`src/rtl/ftw_load_ctrl_pkg.sv`:
```
// rtl/ftw_load_ctrl_pkg.sv - shared types and width defaults for the FTW load controller
// Purpose : controller state encoding and default widths shared by the
//           controller, its host write interface and the watchdog.
// Ports   : none (package).
package ftw_ctrl_pkg;
   localparam int WORD_W_DEF  = 16;
   localparam int NWORDS_DEF  = 3;
   localparam int FTW_W_DEF   = WORD_W_DEF * NWORDS_DEF;
   localparam int TIMEOUT_DEF = 255;

   typedef enum logic [1:0] {
      IDLE    = 2'd0,
      COLLECT = 2'd1,
      ARMED   = 2'd2,
      COMMIT  = 2'd3
   } ftw_state_e;
endpackage

```
`src/rtl/ftw_load_ctrl_if.sv`:
```
// rtl/ftw_load_ctrl_if.sv - host write port bundle for the FTW load controller
// Purpose : groups the host word handshake (data/valid/ready).
// Ports   : master modport = host side (drives wr_data, wr_valid; sees wr_ready)
//           slave  modport = controller side (sees wr_data, wr_valid; drives wr_ready)
interface ftw_load_ctrl_if
   import ftw_ctrl_pkg::*;
#(
   parameter int WORD_W = WORD_W_DEF
);
   logic [WORD_W-1:0] wr_data;
   logic              wr_valid;
   logic              wr_ready;

   modport master (output wr_data, output wr_valid, input wr_ready);
   modport slave  (input wr_data, input wr_valid, output wr_ready);
endinterface

```
`src/rtl/ftw_load_ctrl_word_timeout_cnt.sv`:
```
// rtl/ftw_load_ctrl_word_timeout_cnt.sv - inter-word watchdog for the FTW load controller
// Purpose : counts consecutive idle cycles between words of one FTW.
// Ports   : clk, rst_n (async, active-low)
//           clr_i - restart the count from zero
//           en_i  - one more idle cycle elapsed
//           tc_o  - combinational pulse on the TIMEOUT-th consecutive idle cycle
module word_timeout_cnt #(
   parameter  int TIMEOUT = 255,
   localparam int CW      = $clog2(TIMEOUT + 1)
) (
   input  logic clk,
   input  logic rst_n,
   input  logic clr_i,
   input  logic en_i,
   output logic tc_o
);
   logic [CW-1:0] cnt_q, cnt_d;

   // cnt_q holds the idle cycles already seen, so the current idle cycle is
   // the TIMEOUT-th one when cnt_q is TIMEOUT-1.
   assign tc_o = en_i && (cnt_q == CW'(TIMEOUT - 1));

   always_comb begin
      cnt_d = cnt_q;
      if (clr_i || tc_o) begin
         cnt_d = '0;
      end else if (en_i) begin
         cnt_d = cnt_q + 1'b1;
      end
   end

   always_ff @(posedge clk or negedge rst_n) begin
      if (!rst_n) begin
         cnt_q <= '0;
      end else begin
         cnt_q <= cnt_d;
      end
   end
endmodule

```
`src/rtl/ftw_load_ctrl.sv`:
```
// rtl/ftw_load_ctrl.sv - assembles a 48-bit FTW from host words and commits it atomically
// Purpose : collects NWORDS host words (least-significant first) into ftw_out_o
//           and issues a one-cycle ftw_en_o so the downstream latch updates atomically.
// Config  : FTW_SYNC_COMMIT_EN - when defined, wait in ARMED for sync_pulse_i
//           before committing; when undefined the last word commits directly.
// Ports   : clk, rst_n     - clock, async active-low reset
//           wr_if          - host word handshake (slave modport)
//           abort_i        - drop the partial FTW (COLLECT/ARMED only)
//           sync_pulse_i   - commit qualifier (only with FTW_SYNC_COMMIT_EN)
//           ftw_out_o      - assembled FTW, valid while ftw_en_o=1
//           ftw_en_o       - one-cycle commit strobe
//           busy_o         - state is not IDLE
//           err_timeout_o  - one-cycle pulse on inter-word timeout
//           commit_cnt_o   - wrapping commit count
module ftw_load_ctrl
   import ftw_ctrl_pkg::*;
#(
   parameter int WORD_W  = WORD_W_DEF,
   parameter int FTW_W   = FTW_W_DEF,
   parameter int NWORDS  = NWORDS_DEF,
   parameter int TIMEOUT = TIMEOUT_DEF
) (
   input  logic             clk,
   input  logic             rst_n,
   ftw_load_ctrl_if.slave   wr_if,
   input  logic             abort_i,
   input  logic             sync_pulse_i,
   output logic [FTW_W-1:0] ftw_out_o,
   output logic             ftw_en_o,
   output logic             busy_o,
   output logic             err_timeout_o,
   output logic [7:0]       commit_cnt_o
);
   localparam int IDX_W = $clog2(NWORDS);

   ftw_state_e       state_q, state_d;
   logic [IDX_W-1:0] idx_q, idx_d;
   logic [FTW_W-1:0] ftw_q, ftw_d;
   logic             ftw_en_q, ftw_en_d;
   logic             busy_q, busy_d;
   logic             err_q, err_d;
   logic [7:0]       commit_q, commit_d;

   logic accept;
   logic wd_clr, wd_en, wd_tc;

`ifndef FTW_SYNC_COMMIT_EN
   logic unused_sync;
   assign unused_sync = sync_pulse_i;
`endif

   assign wr_if.wr_ready = (state_q == IDLE) || (state_q == COLLECT);
   assign accept         = wr_if.wr_valid && wr_if.wr_ready;

   word_timeout_cnt #(.TIMEOUT(TIMEOUT)) u_word_timeout_cnt (
      .clk   (clk),
      .rst_n (rst_n),
      .clr_i (wd_clr),
      .en_i  (wd_en),
      .tc_o  (wd_tc)
   );

   always_comb begin
      state_d  = state_q;
      idx_d    = idx_q;
      ftw_d    = ftw_q;
      commit_d = commit_q;
      err_d    = 1'b0;
      wd_clr   = 1'b1;
      wd_en    = 1'b0;

      case (state_q)
         IDLE: begin
            if (accept) begin
               ftw_d[WORD_W-1:0] = wr_if.wr_data;
               idx_d             = IDX_W'(1);
               state_d           = COLLECT;
            end
         end
         COLLECT: begin
            wd_clr = 1'b0;
            if (abort_i) begin
               // abort wins over a coincident accept: the word is dropped
               wd_clr  = 1'b1;
               idx_d   = '0;
               state_d = IDLE;
            end else if (accept) begin
               ftw_d[WORD_W*int'(idx_q) +: WORD_W] = wr_if.wr_data;
               wd_clr = 1'b1;
               if (idx_q == IDX_W'(NWORDS - 1)) begin
                  idx_d = '0;
`ifdef FTW_SYNC_COMMIT_EN
                  state_d = ARMED;
`else
                  state_d = COMMIT;
`endif
               end else begin
                  idx_d = idx_q + 1'b1;
               end
            end else begin
               wd_en = 1'b1;
               if (wd_tc) begin
                  err_d   = 1'b1;
                  idx_d   = '0;
                  state_d = IDLE;
               end
            end
         end
         ARMED: begin
`ifdef FTW_SYNC_COMMIT_EN
            if (abort_i) begin
               state_d = IDLE;
            end else if (sync_pulse_i) begin
               state_d = COMMIT;
            end
`else
            state_d = IDLE;
`endif
         end
         COMMIT: begin
            commit_d = commit_q + 8'd1;
            state_d  = IDLE;
         end
         default: state_d = IDLE;
      endcase

      // strobe and busy are registered from the next state so they line up
      // with the state they describe
      ftw_en_d = (state_d == COMMIT);
      busy_d   = (state_d != IDLE);
   end

   always_ff @(posedge clk or negedge rst_n) begin
      if (!rst_n) begin
         state_q  <= IDLE;
         idx_q    <= '0;
         ftw_q    <= '0;
         ftw_en_q <= 1'b0;
         busy_q   <= 1'b0;
         err_q    <= 1'b0;
         commit_q <= '0;
      end else begin
         state_q  <= state_d;
         idx_q    <= idx_d;
         ftw_q    <= ftw_d;
         ftw_en_q <= ftw_en_d;
         busy_q   <= busy_d;
         err_q    <= err_d;
         commit_q <= commit_d;
      end
   end

   assign ftw_out_o     = ftw_q;
   assign ftw_en_o      = ftw_en_q;
   assign busy_o        = busy_q;
   assign err_timeout_o = err_q;
   assign commit_cnt_o  = commit_q;
endmodule

```
`src/flat_wrapper.sv`:
```
// flat-port wrapper written by rule: the top's interface ports become plain ports
module ftw_load_ctrl_flat import ftw_ctrl_pkg::*;
#(
   parameter int WORD_W  = WORD_W_DEF,
   parameter int FTW_W   = FTW_W_DEF,
   parameter int NWORDS  = NWORDS_DEF,
   parameter int TIMEOUT = TIMEOUT_DEF
)
  (clk, rst_n, abort_i, sync_pulse_i, ftw_out_o, ftw_en_o, busy_o, err_timeout_o, commit_cnt_o, wr_if_wr_data, wr_if_wr_valid, wr_if_wr_ready);
  ftw_load_ctrl_if #(.WORD_W(WORD_W)) wr_if_i ();
  input  logic clk;
  input  logic rst_n;
  input  logic abort_i;
  input  logic sync_pulse_i;
  output logic [FTW_W-1:0] ftw_out_o;
  output logic ftw_en_o;
  output logic busy_o;
  output logic err_timeout_o;
  output logic [7:0] commit_cnt_o;
  input wire logic [$bits(wr_if_i.wr_data)-1:0] wr_if_wr_data;
  input wire logic [$bits(wr_if_i.wr_valid)-1:0] wr_if_wr_valid;
  output wire logic [$bits(wr_if_i.wr_ready)-1:0] wr_if_wr_ready;
  assign wr_if_i.wr_data = wr_if_wr_data;
  assign wr_if_i.wr_valid = wr_if_wr_valid;
  assign wr_if_wr_ready = wr_if_i.wr_ready;
  ftw_load_ctrl #(.WORD_W(WORD_W), .FTW_W(FTW_W), .NWORDS(NWORDS), .TIMEOUT(TIMEOUT)) u_core (.clk(clk), .rst_n(rst_n), .wr_if(wr_if_i), .abort_i(abort_i), .sync_pulse_i(sync_pulse_i), .ftw_out_o(ftw_out_o), .ftw_en_o(ftw_en_o), .busy_o(busy_o), .err_timeout_o(err_timeout_o), .commit_cnt_o(commit_cnt_o));
endmodule
```
`config.mk`:
```
export PLATFORM = sky130hd
export DESIGN_NAME = ftw_load_ctrl_flat
export DESIGN_NICKNAME = d
export VERILOG_FILES = /design/src/rtl/ftw_load_ctrl_pkg.sv /design/src/rtl/ftw_load_ctrl_if.sv /design/src/rtl/ftw_load_ctrl_word_timeout_cnt.sv /design/src/rtl/ftw_load_ctrl.sv /design/src/flat_wrapper.sv
export SDC_FILE = /design/constraint.sdc
export NUM_CORES = 1
export LEC_CHECK = 0
export CORE_MARGIN = 8
export CORE_UTILIZATION = 49
export DETAILED_ROUTE_END_ITERATION = 7
export PLACE_DENSITY = 0.8
export SYNTH_ARGS = -nofsm -noshare
export SYNTH_HDL_FRONTEND = slang
export SYNTH_HIERARCHICAL = 1
export SYNTH_SLANG_ARGS = --single-unit
```
`constraint.sdc`:
```
create_clock -name clk -period 2.35 [get_ports clk]
set_input_delay 0.235 -clock clk [delete_from_list [all_inputs] [get_ports clk]]
set_output_delay 0.235 -clock clk [all_outputs]
set_load 0.01 [all_outputs]
```
* Word-level counts from Yosys, hierarchy flattened
Cells that the tools add are included.
** Operators by class
- Multiplexer cells :: 29
- Shifts and indexed selects :: 2
- Reduce and logical (&&, ||, !) cells :: 12
- Bitwise gates (word level) :: 1
- Eq/ne operators :: 10
- $add $sub $neg :: 4
** Operators with widths (count)
- 48-bit bitwise mux :: 1
- 16-bit two-way mux :: 3
- 16-bit by 33-bit variable shift with 48-bit output (first input constant) :: 1
- 16-bit by 33-bit variable part select with 48-bit output :: 1
- 6-bit negation with 33-bit output :: 1
- 16-bit one-hot mux with 2 select lines :: 1
- 2-bit two-way mux :: 10
- 8-bit by 1-bit adder with 8-bit output (second input constant) :: 2
- 8-bit two-way mux :: 2
- 1-bit two-way mux :: 10
- 2-bit == test (second input constant) :: 4
- 8-bit == test (second input constant) :: 1
- 2-bit one-hot mux with 3 select lines :: 1
- 3-bit AND reduction :: 2
- 2-bit nonzero test :: 3
- 2-bit by 1-bit != test with 1-bit output (second input constant) :: 2
- 4-bit by 3-bit != test with 1-bit output (second input constant) :: 1
- 2-bit one-hot mux with 2 select lines :: 1
- 4-bit AND reduction :: 1
- 2-bit by 1-bit adder with 2-bit output (second input constant) :: 1
- 2-bit by 1-bit == test with 1-bit output (second input constant) :: 1
- 1-bit logical AND :: 2
- 2-bit zero test :: 1
- 1-bit logical OR :: 2
- other kinds (3) :: 3
** Storage, ports and cells
- Bits of input ports :: 21
- Flip-flop bits (word level) :: 71
- Output and inout port bits :: 60
- Word-level logic and storage cells :: 67

* Depth between registers and ports, before layout
Gate-level depths: netlist of the first run.
- Depth after elaboration :: 12
- Depth in mapped cells :: 9
- Mapped depth without buffers :: 7

* Modules after synthesis
Netlist of the first run, hierarchy kept.
** By module, submodules not included
- ftw_load_ctrl :: seq. area each 1576.5 sq um, cells each 242, area an instance 2783.9 sq um, instances 1
- word_timeout_cnt :: seq. area each 200.2 sq um, cells each 43, area an instance 437.9 sq um, instances 1

* Least setup slack after synthesis of the first run
No wires, ideal clock.
- Kind :: flip-flop to flip-flop
- From :: register u_core.state_q[1]
- To :: register u_core.idx_q[0]
- Required time :: 2.229 ns
- Setup time :: 0.121 ns
- Buffers on the path :: 2
- Period minus slack after synthesis :: 1.881 ns
- Path slack :: 0.469 ns
- Stages on the path, launching flop included :: 10
- Arrival :: 1.760 ns
- Cells stage by stage :: dfrtp_1 -> buf_2 -> nand2b_1 -> nor3_1 -> buf_4 -> nand4_1 -> nor2_1 -> o21a_1 -> o21ai_0 -> a22o_1
** Between the ends
- Cells in the longest elaborated chain, start to end :: 9
- Elaborated cells between the ends (all ways) :: 15
- Classes of those cells :: eq/ne (3); mux (6); reduce/logical (6)
** Ends and longest elaborated chain
- from (decl) :: line ftw_load_ctrl.sv:36 : ftw_state_e state_q, state_d;
- from (signal assigned) :: line ftw_load_ctrl.sv:143 : state_q <= state_d;
- 2-bit by 1-bit == test with 1-bit output or 2-bit zero test (tied branches) :: line ftw_load_ctrl.sv:52, ftw_load_ctrl.sv:72
- 1-bit logical OR :: line ftw_load_ctrl.sv:52 : assign wr_if.wr_ready = (state_q == IDLE) || (state_q == COLLECT);
- 1-bit logical AND :: line ftw_load_ctrl.sv:53 : assign accept = wr_if.wr_valid && wr_if.wr_ready;
- 1-bit two-way mux :: line ftw_load_ctrl.sv:87 : end else if (accept) begin
- 1-bit two-way mux :: line ftw_load_ctrl.sv:82 : if (abort_i) begin
- 1-bit two-way mux (*) :: line ftw_load_ctrl.sv:72 : case (state_q)
- via u_core.wd_en :: line ftw_load_ctrl.sv:45 : logic wd_clr, wd_en, wd_tc;
- 1-bit logical AND (*) :: line ftw_load_ctrl_word_timeout_cnt.sv:21 : assign tc_o = en_i && (cnt_q == CW'(TIMEOUT - 1));
- via u_core.wd_tc :: line ftw_load_ctrl.sv:45
- 4-bit by 3-bit != test with 1-bit output (no source line) (*)
- 3-bit AND reduction (no source line) (*)
- to (signal assigned) :: line ftw_load_ctrl.sv:144 : idx_q <= idx_d;
- to (decl) :: line ftw_load_ctrl.sv:37 : logic [IDX_W-1:0] idx_q, idx_d;
Mark *: on every way through the listed nets, which the timed path passes. The rest lies on a longest branch.
A chain may end at the register's enable or synchronous reset.

* Final worst setup path of the first run
Ends and elaborated chain as after synthesis.

==> out/results.ini, run 1 <==
[timing]
min_period_ns=2.11
maxSlewViolCount=0
rsz0062_at_grt=false
worstMarginPinSlew_ns=0.690
setup_viol=0
holdWs_ns=0.468
fin_crit_sh_pct=90.0
setup_tns_ns=0
max_freq_mhz=473
finClkSkew_ns=0.00848
slew_headroom_pct=54.0
hold_viol_final=0

[die]
num_io_pins=81
die_w_um=97.1
num_rows=29
start_util_pct=50.7
coreArea_um2=6350
die_y_um=97.1
dieArea_um2=9430

[synth]
synthesis.nets=314
synth-seq-cells=71
synth_largest_area_cell=dfrtp_1
synth.avg_cell_area_um2=11.3
ys_seq_area_share_pct=55.1
synthCells=285
synth_area_um2=3220
ys_types=40
ys_warn_count=6
yosysTopAreaCellShare_pct=55.1
synthTopCellsByArea=dfrtp_1 (55%), mux2i_1 (9.9%), inv_1 (4.7%)

[pwr]
p_per_area_nw_per_um2=920
pwr-share-comb_pct=34.1
power.internal_mw=2.70
vdd_drop_max_mv=0.592
swShare_pct=31.7
finalPower_mw=3.95
clockPowerShare_pct=22.8
pwr-share-seq_pct=43.1
leakage_nw=2.15
p_sw_mw=1.25

[clock_tree]
insertion_delay_ns=0.35
cts_tree=done
cts_sinks=71
hold_buffers=1
cts_root_buf=clkbuf_8
numCtsBuffers=9
cts.reportedPaths.clkPinSlew_ns=0.08
cts.repair.resized=0
clk_path_buf_depth=2
htree_levels=3
post_cts_buffers=0

[global_route]
grt_pass1_wl_mm=13.1
grt_pass1_vias=2588
grt_overflow=0
grt_max_degree=31
track_usage_pct=16.9
antenna_found_initial=0

[finish]
drive_gt1_share_pct=9.02
syn_to_final_growth_pct=33.2
nets=401
final_area_um2=4290
fin_cells=454
diodes=0

[drt]
drtIter0Drc=121
vias=2388
wl_mm=7.61
viasPerCell=5.26
drt-wirelength-per-cell_um=16.8
drc=0
first_pass_iters=7
drtAntennaViolNets=0

[critical_path]
criticalPathCategory=register to register
path_max_fanout=9
reg2regPathDepth=7
end_kind=register
worstPathRequired_ns=2.58
start_kind=register
arrival_ns=2.35

[place]
dp_cells=437
port_buffers=79
gp_congestion=0.805
dp.final_hpwl_mm=5.46
postPlaceCellArea_um2=4100

[job]
max_cap_viol_count=0

[status]
outcome=completed

[min_path]
min_path_type=input port to asynchronous set/reset pin

critical path, stage by stage, from the launching register on:
cell      delay, ns
dfrtp_1        0.49
nand2b_1       0.25
nor3_1         0.30
nand4_1        0.28
nor2_1         0.21
o21a_1         0.13
o21ai_0        0.10
a22o_1         0.25
final timing paths:
path / startpoint / endpoint / slack [ns]
worst min register to register: u_core/commit_cnt_o[7]$_DFFE_PN0N_ / u_core/commit_cnt_o[7]$_DFFE_PN0N_ / 0.49
min in group clk: u_core/commit_cnt_o[7]$_DFFE_PN0N_ / u_core/commit_cnt_o[7]$_DFFE_PN0N_ / 0.49
max in group asynchronous: rst_n / u_core/busy_o$_DFF_PN0_ / 1.21
worst max register to register: u_core/state_q[1]$_DFF_PN0_ / u_core/idx_q[0]$_DFFE_PN0P_ / 0.24
worst max-delay path: u_core/state_q[1]$_DFF_PN0_ / u_core/idx_q[0]$_DFFE_PN0P_ / 0.24
worst min-delay path: rst_n / u_core/ftw_out_o[46]$_DFFE_PN0P_ / 0.47
layer usage:
layer	up-vias	GRT usage, %	share of wire, %
met5	-	0	0
met3	7	6.83	7.4
li1	1118	-	-
met2	81	25.4	46
met4	0	5.09	1.3
met1	1182	21.7	45
power by group through the flow:
stage / combinational (mW) / sequential, mW / clock, mW
CTS: 1.37 / 1.71 / 0.917
floorplan: 0.415 / 1.85 / 0
finish: 1.35 / 1.70 / 0.900
global route: 1.46 / 1.75 / 0.985
global placement: 1.32 / 1.72 / 0
detailed placement: 1.36 / 1.73 / 0
synth_stat cells (all sizes together):
| cell type | count |
|---|---|
| o21ba | 1 |
| buf | 10 |
| and3 | 5 |
| nor4bb | 1 |
| clkbuf | 2 |
| or4 | 1 |
| or2 | 1 |
| and3b | 1 |
| nor4 | 1 |
| o21a | 1 |
| nor3 | 4 |
| a22o | 17 |
| nor3b | 2 |
| mux2i | 32 |
| nand2 | 36 |
| nor2 | 7 |
| and2b | 1 |
| dfrtp | 71 |
| a21oi | 3 |
| a211oi | 5 |
| nand4 | 6 |
| xnor2 | 3 |
| o21bai | 1 |
| a21bo | 1 |
| nand2b | 2 |
| ha | 8 |
| xor2 | 8 |
| mux2 | 1 |
| nand3 | 6 |
| o21ai | 4 |
| o221a | 1 |
| inv | 41 |
| nor2b | 1 |
final cells by class:
cell class	instances	area, um^2
Clock buffer	10	138
Clock inverter	6	46.3
Fill cell	497	2060
Inverter	41	154
Multi-Input combinational cell	161	1210
Sequential cell	71	1780
Tap cell	77	96.3
Timing Repair Buffer	88	868
kinds of logic (layout without fill, tap and decap cells):
family	after synthesis	after routing	synth area share (%)
xor+xnor	11	11	2.99
fa+ha+maj	8	8	3.11
simple gates	75	75	12.9
flops	71	71	55.1
mux	33	33	10.3
compound gates	34	34	8.31
buf+inv	53	145	7.22
cell usage in the layout (no fill, tap or decap), types with 5 or more instances in the layout:
cell type         n
clkdlybuf4s50_1  78
clkbuf_8         10
nand4_1           5
xor2_1            8
a22o_1           17
dfrtp_1          71
and3_1            5
a211oi_1          5
inv_1            40
ha_1              8
nand2_1          36
nor2_1            7
buf_4             7
mux2i_1          32
metrics by stage:
| stage | utilization (%) | setup slack [ns] |
|---|---|---|
| 2_1_floorplan | - | 0.469 |
| 3_3_place_gp | 64.5 | 0.374 |
| 3_5_place_dp | 64.5 | 0.306 |
| 4_1_cts | 67.6 | 0.280 |
| 5_1_grt | 67.6 | 0.0581 |
| 6_report | 67.6 | 0.236 |
registers in the layout, indices dropped and copies added (netlist names):
name	cells
u_core/commit_cnt_o	8
u_core/ftw_out_o	48
u_core/state_q	2
u_core/busy_o	1
u_core/err_timeout_o	1
u_core/idx_q	2
u_core/ftw_en_o	1
u_core/u_word_timeout_cnt/cnt_q	8
Note: power is estimated with default switching activity, not from simulation.
==> run 2, diff against run 1 <==
ABC_CLOCK_PERIOD_IN_PS = 2350   (was not set)
==> results of run 2 <==
The final DEF is identical to that of run 1; final timing and power are the same.
